===== config.mk =====
export PLATFORM = sky130hd
export DESIGN_NAME = mtr_duty_ctrl
export DESIGN_NICKNAME = d
export VERILOG_FILES = /design/src/rtl/mtr_duty_ctrl.sv
export SDC_FILE = /design/constraint.sdc
export NUM_CORES = 1
export LEC_CHECK = 0
export BUFFER_PORTS_ARGS = -buffer_cell sky130_fd_sc_hd__buf_4
export CORE_MARGIN = 1.5
export CORE_UTILIZATION = 25
export CTS_BUF_LIST = sky130_fd_sc_hd__clkbuf_8 sky130_fd_sc_hd__clkbuf_16
export DETAILED_ROUTE_END_ITERATION = 10
export GPL_ROUTABILITY_DRIVEN = 0
export HOLD_SLACK_MARGIN = 0.03
export PLACE_DENSITY = 0.48
export SLEW_MARGIN = 20
export SYNTH_ARGS = -nofsm -noshare
export SYNTH_HDL_FRONTEND = slang
export SYNTH_SLANG_ARGS = --single-unit

===== constraint.sdc =====
create_clock -name i_clk -period 2.6 [get_ports i_clk]
set_input_delay 0.13 -clock i_clk [delete_from_list [all_inputs] [get_ports i_clk]]
set_output_delay 0.13 -clock i_clk [all_outputs]
set_load 0.05 [all_outputs]

===== src/rtl/mtr_duty_ctrl.sv =====
// -----------------------------------------------------------------------------
// mtr_duty_ctrl
//
// Purpose:
//   Upstream stage of the motor PWM generator. Turns a signed 12-bit drive
//   command into an 11-bit unsigned duty, a direction flag and a brake flag
//   for the PWM / H-bridge path. All state advances only on the PWM period
//   pulse (i_pwm_synch), so the duty never changes in the middle of a period.
//   Every direction reversal ramps duty to zero, then spends DEADTIME periods
//   braking at zero duty before the direction flips.
//
// Optional feature (macro MTR_DUTY_SLEW_EN):
//   defined   : duty moves at most SLEW_STEP LSBs per PWM period.
//   undefined : duty jumps straight to its target on each period; the
//               ramp-down of a reversal becomes a single step to zero.
//
// Ports:
//   i_clk        in   1   system clock, rising edge
//   i_rst        in   1   synchronous active-high reset (wins over a tick)
//   i_drive      in  12   signed drive command, sampled only on a tick
//   i_pwm_synch  in   1   one-clock pulse per PWM period ("tick")
//   o_duty       out 11   unsigned duty to the PWM block (registered)
//   o_fwd        out  1   1 = forward, 0 = reverse (registered)
//   o_brake      out  1   high only during dead time (registered)
//   o_reversing  out  1   high while ramping down or in dead time (registered)
//
// Parameters:
//   SLEW_STEP  max duty change per period, 1..2047
//   DEADTIME   periods at zero duty with brake before the flip, >= 1
//   DUTY_MAX   duty magnitude ceiling, 1..2047
// -----------------------------------------------------------------------------
module mtr_duty_ctrl #(
  parameter int SLEW_STEP = 16,
  parameter int DEADTIME  = 2,
  parameter int DUTY_MAX  = 2040
) (
  input  logic        i_clk,
  input  logic        i_rst,
  input  logic [11:0] i_drive,
  input  logic        i_pwm_synch,
  output logic [10:0] o_duty,
  output logic        o_fwd,
  output logic        o_brake,
  output logic        o_reversing
);

  // Dead-time counter is wide enough to hold DEADTIME itself.
  localparam int CNT_W = (DEADTIME < 2) ? 1 : $clog2(DEADTIME + 1);
  localparam logic [CNT_W-1:0] DEAD_INIT = CNT_W'(DEADTIME);
  localparam logic [CNT_W-1:0] CNT_ONE   = CNT_W'(1);
  localparam logic [CNT_W-1:0] CNT_ZERO  = CNT_W'(0);
  localparam logic [11:0]      MAX12     = 12'(DUTY_MAX);
`ifdef MTR_DUTY_SLEW_EN
  localparam logic [11:0]      STEP12    = 12'(SLEW_STEP);
`endif

  typedef enum logic [1:0] {
    ST_RUN     = 2'd0,
    ST_REVERSE = 2'd1,
    ST_DEAD    = 2'd2
  } state_t;

  state_t           r_state;
  logic [10:0]      r_duty;
  logic             r_fwd;
  logic             r_brake;
  logic             r_reversing;
  logic [CNT_W-1:0] r_cnt;

  state_t           w_state_nx;
  logic [10:0]      w_duty_nx;
  logic             w_fwd_nx;
  logic             w_brake_nx;
  logic             w_rev_nx;
  logic [CNT_W-1:0] w_cnt_nx;

  logic             w_neg;
  logic             w_zero;
  logic             w_tgt_fwd;
  logic             w_mismatch;
  logic [11:0]      w_abs;
  logic [10:0]      w_tgt_mag;

  // One period's move from cur toward tgt. With slew limiting the step is
  // clamped to SLEW_STEP; the comparison is done on the difference, so the
  // result always lies between cur and tgt and can neither wrap below zero
  // nor overshoot the (already saturated) target.
  function automatic logic [10:0] f_slew(input logic [10:0] cur,
                                         input logic [10:0] tgt);
    logic [10:0] res;
`ifdef MTR_DUTY_SLEW_EN
    logic [11:0] diff;
    if (tgt >= cur) begin
      diff = {1'b0, tgt} - {1'b0, cur};
      if (diff <= STEP12) begin
        res = tgt;
      end else begin
        res = cur + STEP12[10:0];
      end
    end else begin
      diff = {1'b0, cur} - {1'b0, tgt};
      if (diff <= STEP12) begin
        res = tgt;
      end else begin
        res = cur - STEP12[10:0];
      end
    end
`else
    res = tgt | (cur & 11'd0);
`endif
    return res;
  endfunction

  // Target magnitude and direction from the drive command. The magnitude is
  // formed at 12 bits so that -2048 yields 2048 before saturation.
  always_comb begin
    w_neg      = i_drive[11];
    w_zero     = (i_drive == 12'd0);
    w_tgt_fwd  = ~w_neg;
    w_abs      = w_neg ? (12'd0 - i_drive) : i_drive;
    w_tgt_mag  = (w_abs > MAX12) ? MAX12[10:0] : w_abs[10:0];
    // A zero command never counts as a reversal request.
    w_mismatch = ~w_zero & (w_tgt_fwd != r_fwd);
  end

  // Next-state and next-output logic; everything holds unless a tick arrives.
  always_comb begin
    w_state_nx = r_state;
    w_duty_nx  = r_duty;
    w_fwd_nx   = r_fwd;
    w_brake_nx = r_brake;
    w_cnt_nx   = r_cnt;
    if (i_pwm_synch) begin
      case (r_state)
        ST_RUN: begin
          w_brake_nx = 1'b0;
          if (w_mismatch) begin
            if (r_duty != 11'd0) begin
              w_duty_nx  = f_slew(r_duty, 11'd0);
              w_state_nx = ST_REVERSE;
            end else begin
              w_state_nx = ST_DEAD;
              w_brake_nx = 1'b1;
              w_cnt_nx   = DEAD_INIT;
            end
          end else begin
            w_duty_nx = f_slew(r_duty, w_tgt_mag);
          end
        end
        ST_REVERSE: begin
          w_brake_nx = 1'b0;
          if (w_zero || (w_tgt_fwd == r_fwd)) begin
            // Reversal abandoned: resume normal tracking on this same tick.
            w_state_nx = ST_RUN;
            w_duty_nx  = f_slew(r_duty, w_tgt_mag);
          end else if (r_duty == 11'd0) begin
            w_state_nx = ST_DEAD;
            w_brake_nx = 1'b1;
            w_cnt_nx   = DEAD_INIT;
          end else begin
            w_duty_nx = f_slew(r_duty, 11'd0);
          end
        end
        ST_DEAD: begin
          // Dead time cannot be aborted; duty stays zero even on the exit tick.
          w_duty_nx = 11'd0;
          if (r_cnt == CNT_ONE) begin
            w_fwd_nx   = ~r_fwd;
            w_brake_nx = 1'b0;
            w_cnt_nx   = CNT_ZERO;
            w_state_nx = ST_RUN;
          end else begin
            w_brake_nx = 1'b1;
            w_cnt_nx   = r_cnt - CNT_ONE;
          end
        end
        default: begin
          // Unreachable encoding: fall back to a safe, stopped RUN.
          w_state_nx = ST_RUN;
          w_duty_nx  = 11'd0;
          w_brake_nx = 1'b0;
          w_cnt_nx   = CNT_ZERO;
        end
      endcase
    end else begin
      w_state_nx = r_state;
      w_duty_nx  = r_duty;
      w_fwd_nx   = r_fwd;
      w_brake_nx = r_brake;
      w_cnt_nx   = r_cnt;
    end
    w_rev_nx = (w_state_nx != ST_RUN);
  end

  // State and output registers; reset has priority over a simultaneous tick.
  always_ff @(posedge i_clk) begin
    if (i_rst) begin
      r_state     <= ST_RUN;
      r_duty      <= 11'd0;
      r_fwd       <= 1'b1;
      r_brake     <= 1'b0;
      r_reversing <= 1'b0;
      r_cnt       <= CNT_ZERO;
    end else begin
      r_state     <= w_state_nx;
      r_duty      <= w_duty_nx;
      r_fwd       <= w_fwd_nx;
      r_brake     <= w_brake_nx;
      r_reversing <= w_rev_nx;
      r_cnt       <= w_cnt_nx;
    end
  end

  assign o_duty      = r_duty;
  assign o_fwd       = r_fwd;
  assign o_brake     = r_brake;
  assign o_reversing = r_reversing;

endmodule

Word-level counts from Yosys, hierarchy flattened
Index checks and enable logic that the tools add are counted.
- register bits after elaboration: 18
- output and inout bits: 14
- word-level logic and storage cells: 59
- $add $sub $neg: 2
- magnitude comparators: 1
- eq/ne operators: 11
- muxes and demuxes: 26
- bitwise gates (word level): 4
- reductions and logical operators: 9
- operators with widths (operator ; count):
    11-bit 2-to-1 mux ; 5
    2-bit 2-to-1 mux ; 11
    11-bit case mux with 2 select lines ; 1
    12-bit by 11-bit > comparator with 1-bit output (second input constant) ; 1
    12-bit zero test ; 1
    12-bit 2-to-1 mux ; 1
    2-bit case mux with 3 select lines ; 2
    1-bit by 12-bit subtractor with 12-bit output (first input constant) ; 1
    11-bit zero test ; 1
    11-bit nonzero test ; 1
    2-bit != test (second input constant) ; 4
    3-bit != test (second input constant) ; 2
    3-bit AND reduction ; 2
    1-bit 2-to-1 mux ; 5
    5-bit AND reduction ; 1
    2-bit by 1-bit equality test with 1-bit output (second input constant) ; 2
    1-bit inverter ; 3
    1-bit case mux with 3 select lines ; 1
    2-bit equality test (second input constant) ; 1
    2-bit zero test ; 1
    2-bit nonzero test ; 1
    2-bit by 1-bit subtractor with 2-bit output (second input constant) ; 1
    1-bit AND ; 1
    1-bit equality test ; 1
    2 further kinds ; 2

Longest topological paths before layout
Gate-level depths: netlist (run 1).
- depth after elaboration: 7
- depth in mapped cells: 9
- depth with buffers taken out: 8

Worst setup path before layout (run 1)
OpenSTA, ideal clock, no wires.
- path kind: input to register
- start point: input port i_drive[4]
- end point: register r_duty[2], in the netlist o_duty[2]
- library setup time: 0.116 ns
- arrival time: 2.075 ns
- data required time: 2.484 ns
- slack: 0.409 ns
- stages on the path: 8
- path through: buf_6 -> or4_4 -> buf_6 -> o41ai_1 -> xnor2_1 -> o21ai_0 -> or3_1 -> a31o_1
- cells in the longest elaborated chain, start to end: 6
- elaborated cells between the ends (all ways): 14
- classes of those cells: 1 x add/sub; 1 x order compare; 2 x eq/ne; 5 x mux; 2 x bitwise; 3 x reduce/logical
- ends and longest elaborated chain (element ; line ; RTL):
    from (decl) ; 39 ; input logic [11:0] i_drive,
    1-bit by 12-bit subtractor with 12-bit output ; 120 ; w_abs = w_neg ? (12'd0 - i_drive) : i_drive;
    12-bit 2-to-1 mux ; 120 ;
    12-bit by 11-bit > comparator with 1-bit output ; 121 ; w_tgt_mag = (w_abs > MAX12) ? MAX12[10:0] : w_abs[10:0];
    11-bit 2-to-1 mux ; 121 ;
    11-bit 2-to-1 mux (on tied branches) ; 152, 137 ;
    11-bit case mux with 2 select lines ; 134 ; case (r_state)
    to (signal assigned) ; 206 ; r_duty <= w_duty_nx;
    to (decl) ; 64 ; logic [10:0] r_duty;
Several ways; a longest one is shown, not always the timed one.
A chain may end at the register's enable or synchronous reset.

Worst setup path in the final report (run 1)
- start point: input port i_drive[5]
- end point: register r_duty[2], in the netlist o_duty[2]
Same word-level chain as after synthesis.

==> out/qor.csv, run 1 <==
metric,value,unit
Residual DRC,0,
fillcell total,519,
worst-path fanout max,9,
Multi-input gate area,813,um2
worst slew pin tran,0.426,ns
final instance area,1560,um2
maximum clock path buffer count,2,
WHS Path Cells,2,
synthesized flop and latch total,18,
Rel. slew slack,71.6,%
Hold Crit Class,in2reg,
Critical Path Max Stage Delay,0.61,ns
H-tree Lvls,1,
# IOs,29,
layout cell share with drive strength beyond 1,20.8,%
CTS root buf,clkbuf_8,
Critical Path Source,i_drive[5],
"commonest non-fill, non-tap cell in the layout",buf_4,
Post-Syn Nets,177,
"Critical Path, Cell by Cell",buf_4 > or4_4 > o41ai_1 > xnor2_1 > o21ai_0 > or3_1 > a31o_1,
Total Nets Final,201,
CTS Hold Buffers Added,0,
Vias/cell,4.78,
antenna-violating nets left,0,
hold_sp,i_pwm_synch,
DR pass1 iterations,4,
pwr/cell area,480,nW/um2
CP Launch Type,primary input,
core area,4790,um2
dpl hpwl,2490,um
Final period util,79.5,%
Yosys warnings,0,
GRT Total Usage,12.9,%
max-cap viol count,0,
CP max-delay cell,or4_4,
worst path bufs/invs,1,
Post-synth ARST share,0,%
post-synth top area share,28.7,%
"commonest cells after routing, fill and taps aside","buf_4 (30), dfxtp_1 (18), nand2_1 (16), o21ai_0 (16), a21oi_1 (16)",
Cell Rows,25,
Reg2Reg Depth,6,
critical path class,in2reg,
largest area contributor in the netlist,dfxtp_1,
Critical R2R Launch,o_fwd$_SDFFE_PP1P_,
global-route wire length before repair,5500,um
CTS tree,built,
clk slew on worst S/H paths,0.07,ns
largest net degree at the start of global routing,24,
CTS Buf Count,3,
dpl cells,246,
drt total wl,3220,um
final number of max-transition violations,0,
Cells after Synth,160,
final core occ,32.6,%
Post-synth EDFFs,0,
Unique masters post-synth,43,
final number of setup-violating endpoints,0,
critical path required time,2.75,ns
full die area,5460,um2
"Seq/Total Area, Yosys",28.7,%
crit-path leading delay family,simple AND/OR/NAND/NOR gates,
port bufs,28,
Setup TNS Final,0,ns
"top cells by area, synth","dfxtp_1 (29%), a21oi_1 (6.4%), o21ai_0 (6.4%)",
setup bufs post-CTS,0,
Worst setup EP type,flop,
height of the die,73.9,um
fin cells,250,
Die X,73.9,um
worst vdd ir,0.000126,V
clk_lat worst skew,0.25,ns
Worst Skew,0.00425,ns
unrepaired setup endpoints after global routing,no,
vias,1196,
Fmax,484,MHz
ANT cells,0,
vias in the first global route,1123,
Placement Cell Area,1510,um2
"Arr. time, crit path",2.22,ns
Sequential Area,360,um2
initial core utilization,26.2,%
CTS sink cnt,18,
predominant post-synthesis flop cell,dfxtp_1,
synthesized cell area,1260,um2
initial antenna violation count,0,
grt ovf,0,
status,"finished, final reports clean",
Final Hold Vio Count,0,
Crit. path cell count,7,
initial DRC count,86,
cts repair resizes,0,
Lkg Pwr,0.578,nW
min Tclk post-route,2.07,ns
wire length per cell,12.9,um
Avg Synthesized Cell Area,7.85,um2
"Area growth, synth to finish",24.2,%
metrics by stage:
stage	total power, mW	hold slack [ns]	setup slack, ns
2_1_floorplan	0.460	0.308	0.409
3_3_place_gp	0.529	0.447	0.294
3_5_place_dp	0.529	0.442	0.239
4_1_cts	0.756	0.167	0.504
5_1_grt	0.791	0.186	0.351
6_report	0.749	0.176	0.532
worst reg2reg max path: cells and delay by family (launching register included):
family | cells | cell delay, ns
and+or+nand+nor | 4 | 0.83
DFF | 1 | 0.35
AOI/OAI and AO/OA | 2 | 0.33
power by group:
| group | total, mW | internal, mW | switching [mW] |
|---|---|---|---|
| logic | 0.214 | 0.0813 | 0.133 |
| clock network | 0.227 | 0.134 | 0.0930 |
| registers | 0.307 | 0.294 | 0.0139 |
layout make-up:
| cell class | instances | area share (%) |
|---|---|---|
| tap | 67 | 5.37 |
| sequential | 18 | 23.1 |
| inverter | 6 | 1.44 |
| timing repair buffer | 30 | 14.4 |
| clock buffer | 4 | 3.53 |
| multi-input combinational | 125 | 52.1 |
worst paths after layout:
kind         slack [ns]                     end
max                0.53  o_duty[2]$_SDFFE_PP0P_
min                0.18    o_brake$_SDFFE_PP0P_
max reg2reg        0.99  o_duty[2]$_SDFFE_PP0P_
min reg2reg        0.47   r_cnt[1]$_SDFFE_PP0P_
cells by family (layout without fill, tap and decap cells):
family / count (synthesis) / after routing / synth area share [%]
compound gates: 54 / 54 / 29.0
xor+xnor: 10 / 10 / 6.97
fa+ha+maj: 2 / 2 / 1.99
buf+inv: 17 / 40 / 6.57
flops: 18 / 18 / 28.7
simple gates: 59 / 59 / 26.8
metal layers:
layer	up-vias	global-route usage, %	routed length [um]
met5	-	0	0
met4	0	4.32	26
met3	2	1.51	96
met2	20	20.0	1420
met1	538	18.4	1680
li1	636	-	-
state kept, by name, indices dropped and copies added, names as in the netlist:
| register | count |
|---|---|
| r_cnt | 2 |
| o_brake | 1 |
| r_state | 2 |
| o_fwd | 1 |
| o_reversing | 1 |
| o_duty | 11 |
synthesized netlist by cell type (4+ instances only):
cell,n
dfxtp_1,18
a21oi_1,16
nand2_1,16
o21ai_0,16
xnor2_1,9
clkbuf_1,7
nor2_1,7
nand2b_1,6
inv_1,5
nor3_1,4
nor3b_1,4
nor4_1,4
o41ai_1,4
or3_1,4
Power figures use the tool's default switching activity.
==> run 2, diff against run 1 <==
- PLACE_DENSITY: 0.48 -> 0.5
- clock period: 2.6 -> 1.74 ns (I/O delays scaled with it)
==> out/qor.csv, run 2 (synthesis results as in run 1) <==
metric,value,unit,change
min Tclk post-route,1.79,ns,
Worst setup EP type,flop,,unchanged
pre-CTS setup slack,-0.480,ns,was 0.239 ns
fillcell total,512,,was 519
# IOs,29,,unchanged
Vias/cell,4.81,,was 4.78
critical path required time,1.89,ns,was 2.75 ns
CP max-delay cell,or3_4,,was or4_4
R2R Setup Slk,0.20,ns,was 0.99 ns
critical path class,in2reg,,unchanged
worst vdd ir,0.000392,V,was 0.000126 V
Multi-input gate area,925,um2,was 813 um2
Fmax,558,MHz,
initial antenna violation count,0,,unchanged
vias,1347,,was 1196
"commonest non-fill, non-tap cell in the layout",buf_4,,unchanged
violated checks,setup timing,,
"Critical Path, Cell by Cell",buf_4 > buf_4 > or3_4 > o41ai_4 > xnor2_1 > o21ai_1 > or3_4 > a31o_1,,was buf_4 > or4_4 > o41ai_1 > xnor2_1 > o21ai_0 > or3_1 > a31o_1
dpl cells,273,,was 246
antenna-violating nets left,0,,unchanged
maximum clock path buffer count,2,,unchanged
Sequential Area,360,um2,unchanged
full die area,5460,um2,unchanged
drt total wl,3570,um,was 3220 um
"Area growth, synth to finish",54.9,%,was 24.2%
worst hold slack,0.149,ns,was 0.176 ns
Final Hold Vio Count,0,,unchanged
Final period util,103,%,
M1 GR Usage,18.0,%,was 18.4%
final number of setup-violating endpoints,3,,was 0
GRT busiest layer,met2,,unchanged
status,"complete, but fails checks",,"was finished, final reports clean"
initial core utilization,26.2,%,unchanged
max-cap viol count,0,,unchanged
Cell Rows,25,,unchanged
H-tree Lvls,1,,unchanged
Rel. slew slack,74.1,%,was 71.6%
port bufs,28,,unchanged
CP Launch Type,primary input,,unchanged
core area,4790,um2,unchanged
Hold Crit Class,in2reg,,unchanged
Worst Skew,0.00203,ns,was 0.00425 ns
Lkg Pwr,0.769,nW,was 0.578 nW
"commonest cells after routing, fill and taps aside","buf_4 (50), dfxtp_1 (18), nand2_1 (16), a21oi_1 (15), o21ai_0 (12)",,"was buf_4 (30), dfxtp_1 (18), nand2_1 (16), o21ai_0 (16), a21oi_1 (16)"
"Arr. time, crit path",1.94,ns,was 2.22 ns
global-route wire length before repair,5780,um,was 5500 um
largest net degree at the start of global routing,23,,was 24
fin cells,280,,was 250
initial DRC count,42,,was 86
final number of max-transition violations,0,,unchanged
grt ovf,0,,unchanged
grt met3 use,3.84,%,was 1.51%
CTS root buf,clkbuf_8,,unchanged
CTS tree,built,,unchanged
CTS sink cnt,18,,unchanged
max FFs per register,11,,unchanged
pwr/cell area,620,nW/um2,was 480 nW/um2
GR Layer Usage met2,22.0,%,was 20.0%
unrepaired setup endpoints after global routing,yes,,was no
GRT Total Usage,13.4,%,was 12.9%
crit-path leading delay family,simple AND/OR/NAND/NOR gates,,unchanged
height of the die,73.9,um,unchanged
dpl hpwl,2690,um,was 2490 um
CTS Hold Buffers Added,0,,unchanged
ANT cells,0,,unchanged
Critical Path Max Stage Delay,0.39,ns,was 0.61 ns
vias in the first global route,1316,,was 1123
post-layout worst setup margin,-0.0527,ns,was 0.532 ns
clk slew on worst S/H paths,0.07,ns,about the same
Total Nets Final,231,,was 201
Residual DRC,0,,unchanged
clk_lat worst skew,0.25,ns,about the same
worst path bufs/invs,2,,was 1
worst-path fanout max,4,,was 9
Die X,73.9,um,unchanged
DR pass1 iterations,4,,unchanged
layout cell share with drive strength beyond 1,39.0,%,was 20.8%
CTS Buf Count,3,,unchanged
wire length per cell,12.8,um,was 12.9 um
worst slew pin tran,0.384,ns,was 0.426 ns
[run 2: cell types whose count changed in the layout (fill, tap and decap cells not counted), sizes merged]
cell | before | now
buf | 30 | 60
[run 2: through the flow]
stage               power (mW)  instance area, um2  util [%]  TNS [ns]
finish                    1.21                1950      40.7    -0.108
floorplan                0.692                1280         -    -0.861
CTS                       1.19                1810      37.9    -0.543
global route              1.28                1950      40.7    -0.233
global placement         0.846                1730      36.2     -4.67
detailed placement       0.845                1730      36.2     -4.95
[run 2: timing repair]
item	CTS	global route
gates resized for setup	3	27
pin swaps	6	12
setup buffers	1	2
setup endpoints to repair	10	15
[run 2: path summary, 6_finish.rpt]
path	from	endpoint	depth (start not counted)
worst max-delay path	i_drive[0]	o_duty[1]$_SDFFE_PP0P_	8
worst min-delay path	i_pwm_synch	o_brake$_SDFFE_PP0P_	2
worst max register to register	o_fwd$_SDFFE_PP1P_	o_duty[2]$_SDFFE_PP0P_	6
worst min register to register	r_cnt[1]$_SDFFE_PP0P_	r_cnt[1]$_SDFFE_PP0P_	2
[run 2: worst register-to-register path, delay by kind of cell, from the launching register on]
family / cells / cell delay (ns)
AO/OA/AOI/OAI: 2 / 0.32
flip-flops: 1 / 0.35
AND/OR/NAND/NOR: 4 / 0.78
[run 2: report_power, final]
part	switching [mW]	internal (mW)
Combinational	0.228	0.186
Clock	0.133	0.201
Sequential	0.0202	0.439
Total	0.381	0.826
[run 2: layout make-up]
| type | count | share of cell area (%) |
|---|---|---|
| timing repair buffer | 60 | 25.5 |
| multi-input combinational | 125 | 47.5 |
| sequential | 18 | 18.5 |
| clock buffer | 4 | 2.83 |
| tap | 67 | 4.31 |
| inverter | 6 | 1.29 |
[run 2: routing by layer]
layer,routed length (um),part of all wire (%)
met1,1710,48
met2,1680,47
met3,155,4.3
met4,26,0.73
met5,0,0
